===== config.mk =====
export PLATFORM = sky130hd
export DESIGN_NAME = neuron_bank_sequencer
export DESIGN_NICKNAME = d
export VERILOG_FILES = /design/src/rtl/neuron_bank_sequencer_pkg.sv /design/src/rtl/neuron_bank_sequencer.sv
export SDC_FILE = /design/constraint.sdc
export NUM_CORES = 1
export LEC_CHECK = 0
export BUFFER_PORTS_ARGS = -buffer_cell sky130_fd_sc_hd__buf_2
export CAP_MARGIN = 20
export CORE_MARGIN = 2
export CORE_UTILIZATION = 52
export CTS_BUF_LIST = sky130_fd_sc_hd__clkbuf_8
export CTS_CLUSTER_DIAMETER = 120
export DETAILED_ROUTE_END_ITERATION = 10
export HOLD_SLACK_MARGIN = 0.12
export PLACE_DENSITY = 0.82
export SLEW_MARGIN = 30
export SYNTH_ARGS = -nofsm -noshare
export SYNTH_HDL_FRONTEND = slang
export SYNTH_SLANG_ARGS = --single-unit

===== constraint.sdc =====
create_clock -name clk -period 2.6 [get_ports clk]
set_input_delay 0.78 -clock clk [delete_from_list [all_inputs] [get_ports clk]]
set_output_delay 0.78 -clock clk [all_outputs]
set_load 0.005 [all_outputs]

===== src/rtl/neuron_bank_sequencer_pkg.sv =====
// Shared bank register map, sequencer state encoding and a priority helper
// used by the neuron bank timestep sequencer.
package neuron_bank_sequencer_pkg;

   localparam int unsigned CFG_STRIDE   = 8;
   localparam int unsigned CTRL_OFS     = 6;
   localparam int unsigned RESOLVE_OFS  = 7;
   localparam int unsigned INPUT_BASE   = 'h80;
   localparam int unsigned SPIKE_STATUS = 'hC2;

   typedef enum logic [3:0] {
      S_IDLE,
      S_LOAD,
      S_WR_IN,
      S_WR_START,
      S_POLL_RD,
      S_POLL_WAIT,
      S_STAT_RD,
      S_STAT_WAIT,
      S_EMIT,
      S_RESOLVE,
      S_DONE
   } state_e;

   // Index of the lowest set bit; 0 for an empty vector.
   function automatic logic [4:0] lowest_set(input logic [31:0] m);
      logic [4:0] idx;
      idx = '0;
      for (int i = 31; i >= 0; i--) begin
         if (m[i]) idx = 5'(i);
      end
      return idx;
   endfunction

endpackage


===== src/rtl/neuron_bank_sequencer.sv =====
// Runs one timestep on a neuron bank: loads input currents, kicks every neuron,
// polls for completion, then emits and resolves each pending spike in index order.
module neuron_bank_sequencer
   import neuron_bank_sequencer_pkg::*;
#(
   parameter int unsigned NUM_NEURONS = 4,
   parameter int unsigned ADDR_WIDTH  = 8,
   parameter int unsigned POLL_LIMIT  = 255
) (
   input  logic                  clk,
   input  logic                  rst_n,
   input  logic                  step_start,
   input  logic                  cur_valid,
   output logic                  cur_ready,
   input  logic [31:0]           cur_data,
   output logic [ADDR_WIDTH-1:0] address,
   output logic                  read_enable,
   output logic                  write_enable,
   output logic [31:0]           write_data,
   input  logic [31:0]           read_data,
   input  logic                  ready,
   output logic                  spike_valid,
   input  logic                  spike_ready,
   output logic [4:0]            spike_id,
   output logic                  active,
   output logic                  step_done,
   output logic [5:0]            spike_count,
   output logic                  timeout_err
);

   localparam int unsigned   PW       = $clog2(POLL_LIMIT + 2);
   localparam logic [4:0]    LAST_N   = 5'(NUM_NEURONS - 1);
   localparam logic [PW-1:0] POLL_MAX = PW'(POLL_LIMIT);

   state_e                 state_q, state_d;
   logic [4:0]             n_q, n_d;
   logic [31:0]            data_q, data_d;
   logic [PW-1:0]          poll_q, poll_d;
   logic [NUM_NEURONS-1:0] mask_q, mask_d, mask_nx, rd_mask;
   logic [4:0]             id_q, id_d;
   logic [5:0]             cnt_q, cnt_d;
   logic                   tout_q, tout_d;

   function automatic logic [ADDR_WIDTH-1:0] cfg_addr(input logic [4:0] idx,
                                                       input int unsigned ofs);
      return ADDR_WIDTH'(32'(idx) * CFG_STRIDE + ofs);
   endfunction

   // Upper status bits belong to neurons this bank does not have.
   assign rd_mask     = read_data[NUM_NEURONS-1:0];
   assign spike_id    = id_q;
   assign spike_count = cnt_q;
   assign timeout_err = tout_q;
   assign active      = (state_q != S_IDLE) && (state_q != S_DONE);

   always_ff @(posedge clk) begin
      if (!rst_n) begin
         state_q <= S_IDLE;
         n_q     <= '0;
         data_q  <= '0;
         poll_q  <= '0;
         mask_q  <= '0;
         id_q    <= '0;
         cnt_q   <= '0;
         tout_q  <= 1'b0;
      end else begin
         state_q <= state_d;
         n_q     <= n_d;
         data_q  <= data_d;
         poll_q  <= poll_d;
         mask_q  <= mask_d;
         id_q    <= id_d;
         cnt_q   <= cnt_d;
         tout_q  <= tout_d;
      end
   end

   always_comb begin
      state_d      = state_q;
      n_d          = n_q;
      data_d       = data_q;
      poll_d       = poll_q;
      mask_d       = mask_q;
      id_d         = id_q;
      cnt_d        = cnt_q;
      tout_d       = tout_q;
      cur_ready    = 1'b0;
      address      = '0;
      read_enable  = 1'b0;
      write_enable = 1'b0;
      write_data   = '0;
      spike_valid  = 1'b0;
      step_done    = 1'b0;

      mask_nx = mask_q;
      for (int i = 0; i < NUM_NEURONS; i++) begin
         if (5'(i) == id_q) mask_nx[i] = 1'b0;
      end

      unique case (state_q)
         S_IDLE: begin
            if (step_start) begin
               n_d     = '0;
               cnt_d   = '0;
               state_d = S_LOAD;
            end
         end
         S_LOAD: begin
            cur_ready = 1'b1;
            if (cur_valid) begin
               data_d  = cur_data;
               state_d = S_WR_IN;
            end
         end
         S_WR_IN: begin
            address    = ADDR_WIDTH'(INPUT_BASE + 32'(n_q));
            write_data = data_q;
            if (ready) begin
               write_enable = 1'b1;
               if (n_q == LAST_N) begin
                  n_d     = '0;
                  state_d = S_WR_START;
               end else begin
                  n_d     = n_q + 5'd1;
                  state_d = S_LOAD;
               end
            end
         end
         S_WR_START: begin
            address    = cfg_addr(n_q, CTRL_OFS);
            write_data = 32'd1;
            if (ready) begin
               write_enable = 1'b1;
               if (n_q == LAST_N) begin
                  n_d     = '0;
                  state_d = S_POLL_RD;
               end else begin
                  n_d = n_q + 5'd1;
               end
            end
         end
         S_POLL_RD: begin
            address = cfg_addr(n_q, CTRL_OFS);
            if (ready) begin
               read_enable = 1'b1;
               poll_d      = poll_q + 1'b1;
               state_d     = S_POLL_WAIT;
            end
         end
         S_POLL_WAIT: begin
            address = cfg_addr(n_q, CTRL_OFS);
            // A neuron still busy at the poll limit is abandoned, not retried.
            if (!read_data[0] || poll_q >= POLL_MAX) begin
               if (read_data[0]) tout_d = 1'b1;
               poll_d = '0;
               if (n_q == LAST_N) begin
                  n_d     = '0;
                  state_d = S_STAT_RD;
               end else begin
                  n_d     = n_q + 5'd1;
                  state_d = S_POLL_RD;
               end
            end else begin
               state_d = S_POLL_RD;
            end
         end
         S_STAT_RD: begin
            address = ADDR_WIDTH'(SPIKE_STATUS);
            if (ready) begin
               read_enable = 1'b1;
               state_d     = S_STAT_WAIT;
            end
         end
         S_STAT_WAIT: begin
            mask_d = rd_mask;
            if (|rd_mask) begin
               id_d    = lowest_set(32'(rd_mask));
               state_d = S_EMIT;
            end else begin
               state_d = S_DONE;
            end
         end
         S_EMIT: begin
            spike_valid = 1'b1;
            if (spike_ready) begin
               cnt_d   = cnt_q + 6'd1;
               state_d = S_RESOLVE;
            end
         end
         S_RESOLVE: begin
            address    = cfg_addr(id_q, RESOLVE_OFS);
            write_data = 32'd1;
            if (ready) begin
               write_enable = 1'b1;
               mask_d       = mask_nx;
               if (|mask_nx) begin
                  id_d    = lowest_set(32'(mask_nx));
                  state_d = S_EMIT;
               end else begin
                  state_d = S_DONE;
               end
            end
         end
         S_DONE: begin
            step_done = 1'b1;
            state_d   = S_IDLE;
         end
         default: state_d = S_IDLE;
      endcase
   end

endmodule


### Word level (Yosys, flattened, before mapping)

Index checks and enable logic that the tools add are counted.

* logic and storage cells: 120
* register bits after elaboration: 66
* output and inout bits: 58

* add/subtract/negate cells: 6
* eq/ne operators: 28
* reduce and logical (&&, ||, !) cells: 25
* $lt $le $gt $ge: 1
* multiplexer cells: 52

Operators with widths (number)
* 2-to-1 mux 5 bit: 13
* case mux 32 bit (2 select lines): 1
* 2-to-1 mux 4 bit: 11
* case mux 4 bit (10 select lines): 1
* case mux 8 bit (4 select lines): 1
* != test 2 bit, second input constant: 12
* 2-to-1 mux 9 bit: 2
* case mux 9 bit (2 select lines): 1
* adder 8 x 3 -> 8 bit, second input constant: 2
* == test 4 x 3 -> 1 bit, second input constant: 4
* case mux 5 bit (3 select lines): 1
* == test 4 bit, second input constant: 3
* 2-to-1 mux 2 bit: 6
* 2-to-1 mux 6 bit: 2
* case mux 6 bit (2 select lines): 1
* == test 2 x 5 -> 1 bit, first input constant: 2
* 2-to-1 mux 1 bit: 10
* case mux 5 bit (2 select lines): 1
* adder 9 x 1 -> 9 bit, second input constant: 1
* greater-or-equal comparator 9 x 8 -> 1 bit, second input constant: 1
* AND reduction 3 bit: 3
* AND reduction 9 bit: 1
* adder 8 x 5 -> 8 bit, first input constant: 1
* == test 4 x 2 -> 1 bit, second input constant: 2
* 21 further kinds: 29

### Depth between registers and ports, before layout

* depth after elaboration: 9
* depth in mapped cells: 11
* mapped depth without buffers: 10

### Worst setup path before layout

Ideal clock, no wire load.

* kind: register -> output
* start point: register state_q[2]
* end point: output write_data[10]
* setup slack: 0.310 ns
* buffers on the path: 3
* data arrival time: 1.510 ns
* required time: 1.820 ns
* stages on the path, launching flop included: 6
* cell sequence: dfxtp_1 > buf_2 > buf_1 > nor3_1 > clkbuf_1 > and2_1

* cells in the longest elaborated chain, start to end: 3
* elaborated cells on any way between the ends: 5
* those cells by class: eq/ne (3); mux (1); reduce/logical (1)

Ends and longest elaborated chain
* start, declared: RTL line neuron_bank_sequencer.sv:35 `state_e state_q, state_d;`
* start signal, assigned: RTL line neuron_bank_sequencer.sv:67 `state_q <= state_d;`
* == test 4 bit / == test 4 x 2 -> 1 bit (equally long branches): RTL line neuron_bank_sequencer.sv:100 `unique case (state_q)`
* OR reduction 2 bit (no source line)
* case mux 32 bit (2 select lines) (*): RTL line neuron_bank_sequencer.sv:100
* end, declared: RTL line neuron_bank_sequencer.sv:19 `output logic [31:0] write_data,`

Mark *: on every way between the ends. The rest lies on a longest branch, timed or not.

### Worst setup path in the final report

* start point: register state_q[2]
* end point: output address[3]

* cells in the longest elaborated chain, start to end: 3
* elaborated cells on any way between the ends: 8
* those cells by class: eq/ne (6); mux (1); reduce/logical (1)

Ends and longest elaborated chain
* == test 4 x 3 -> 1 bit / == test 4 x 2 -> 1 bit (equally long branches): RTL line neuron_bank_sequencer.sv:100
* OR reduction 3 bit (no source line)
* case mux 8 bit (4 select lines) (*): RTL line neuron_bank_sequencer.sv:100
* end, declared: RTL line neuron_bank_sequencer.sv:16 `output logic [ADDR_WIDTH-1:0] address,`

Marks and branches as above.

==> out/metrics.cfg <==
[drt]
wl_per_cell_um = 13.8
firstDrtPassIters = 4
drt_iter0_drc = 183
postRouteAntennaNets = 0
vias = 3716
finalWirelength_um = 8970
route.detailed.drc = 0
vias_per_cell = 5.73

[logic_synthesis]
synth.avg_cell_area_sq_um = 7.62
synthTopCellsByArea = dfxtp_1, nand2_1, a21boi_0
yosys_warnings = 0
synthFlopType = dfxtp_1
synth_top_area_share_pct = 35.0
synthCells = 473
async_flop_share_pct = 0
synth_enable_flop_cells = 0
synth.distinct_cells = 61
synth_area_sq_mm = 0.00360
synth_seq_cells = 63
seq_area_frac_synth_pct = 35.0
synth.largest_area_cell = dfxtp_1

[floorplan]
dieArea_sq_mm = 0.00761
die_h_um = 87.3
initial_utilization_pct = 53.4
io-pin-count = 128
placeableCoreArea_sq_mm = 0.00676
rows = 30
die_w_um = 87.3

[timing]
slew_headroom_pct = 66.4
worstMarginPinSlew_ns = 0.499
rsz0062_at_grt = false
period_minus_slack_ns = 2.50
setup_slack_ns = 0.104
final.setup.tns_ns = 0
setup_viol = 0
post-route-period-util_pct = 96.0
fin_skew_ns = 0.0100
slew_violations = 0
hold_viol = 0
achievable-frequency_ghz = 0.401

[min_path]
hold_class = flip-flop to flip-flop

[cells_and_area]
fin_nets = 637
area_growth_pct = 22.7
fillerInstances = 578
final_common_cell = buf_2
layout-drive-gt1-share_pct = 25.9
n_antenna_cell = 0
layout_common_cells = buf_2, nand2_1, dfxtp_1, a21boi_0, and2_1

[global_route]
antenna_found_initial = 0
grt_use_met3_pct = 6.73
overflow = 0
grt_util_all_layers_pct = 24.2
grt.busiest_layer = met2
use_met2_pct = 40.7
first_global_vias = 3419
grt_pass1_wl_um = 14800
grt_max_degree = 33
gr-usage-met1_pct = 29.0

[clocking]
cts_buffers = 9
clk_pin_slew_ns = 0.07
cts_buffer_depth = 2
cts_tree = done
ctsHoldBuffers = 0
post_cts_buffers = 0
htree_levels = 3
clock_latency_ns = 0.34
clock_sinks = 63
cts-root-buf = clkbuf_8

[setup_path]
cp-start-kind = flip-flop
rrSetupSlack_ns = 0.32
cp-end-kind = output port
path_class = flip-flop to output port
arrival_ns = 1.72
cp.required_ns = 1.82
path_max_fanout = 12

[power]
power_leakage_uw = 0.00183
power_density_mw_per_mm2 = 652
ir_drop_uv = 408

[place]
gp_congestion = 0.892
place_hpwl_um = 6340
place_ws_ns = 0.155
io_buffers = 96

[run_status]
status = finished, final reports clean

[job]
cap_violations = 0

[kinds of logic after synthesis]
group | synth area share [%]
AOI/OAI and AO/OA | 22.2
xor gates and xnor gates | 1.22
adders and majority gates | 1.39
buffers and inverters | 5.48
DFF | 35.0
muxes | 1.74
other | 0.104
and+or+nand+nor | 32.8
[state kept, by name (all words and copies together) (netlist names)]
register     flops
data_q          32
mask_q           4
n_q              5
poll_q           9
spike_count      6
spike_id         2
state_q          4
timeout_err      1
[metrics by stage]
step	util (%)	hold WS, ns	instances	instance area, sq um	power [uW]
after floorplan	-	0.439	475	3610	1740
after global placement	61.9	0.444	632	4190	1980
after detailed placement	61.9	0.452	632	4190	2020
after CTS	64.9	0.462	648	4390	2880
after global routing	65.5	0.483	648	4420	3060
final	65.5	0.459	648	4420	2880
[power breakdown]
group          switching (uW)  internal [uW]  leakage [uW]
combinational             522            366       0.00122
clock                     382            465      0.000102
sequential               84.5           1060      0.000512
total                     989           1890       0.00183
[final cells by class]
cell class / count / area [sq um] / share of cell area, %
tap: 80 / 100 / 2.26
clock buffer: 10 / 138 / 3.11
multi-input combinational: 365 / 2190 / 49.4
sequential: 63 / 1270 / 28.6
timing repair buffer: 114 / 636 / 14.4
clock inverter: 6 / 61.3 / 1.39
inverter: 10 / 37.5 / 0.848
[routing by layer]
metal	wire length [um]	share of wire (%)
met1	3830	43
met2	4360	49
met3	600	6.7
met4	174	1.9
met5	0	0
[final timing paths]
| kind | start | endpoint | cells past startpoint |
|---|---|---|---|
| max | state_q[2] | address[3] | 6 |
| min | data_q[25] | data_q[25] | 2 |
| max reg2reg | poll_q[0] | poll_q[8] | 11 |
| min reg2reg | data_q[25] | data_q[25] | 2 |
[Yosys cell counts, drive strengths merged (2+ instances only)]
library cell,n
a32o,2
a21oi,20
mux2,2
nand4,6
nor4b,2
nor2,29
o22ai,3
a21boi,39
nand3,13
or3,10
nand3b,3
clkbuf,24
buf,13
nand2b,5
o311ai,3
xnor2,2
a32oi,2
inv,10
nor3b,5
mux2i,4
ha,4
o211ai,4
a222oi,2
a2bb2oi,2
nor3,6
nor4bb,2
o31ai,4
and2,34
nor4,2
nand4b,3
or2,3
and3,3
a22oi,2
nand2,93
o221ai,3
nor2b,6
o21ai,20
dfxtp,63
o21a,2
xor2,3
or3b,2
[worst max-delay path, stage by stage (launching register included)]
cell,delay (ns)
dfxtp_2,0.47
inv_1,0.14
nand3_1,0.18
a21oi_2,0.10
a222oi_1,0.29
inv_1,0.06
buf_2,0.13
[timing repair]
item                       4_1_cts  5_1_grt
gates resized for setup          1       10
setup endpoints to repair       27       43
gates cloned                     0        0
Power figures use the tool's default switching activity.
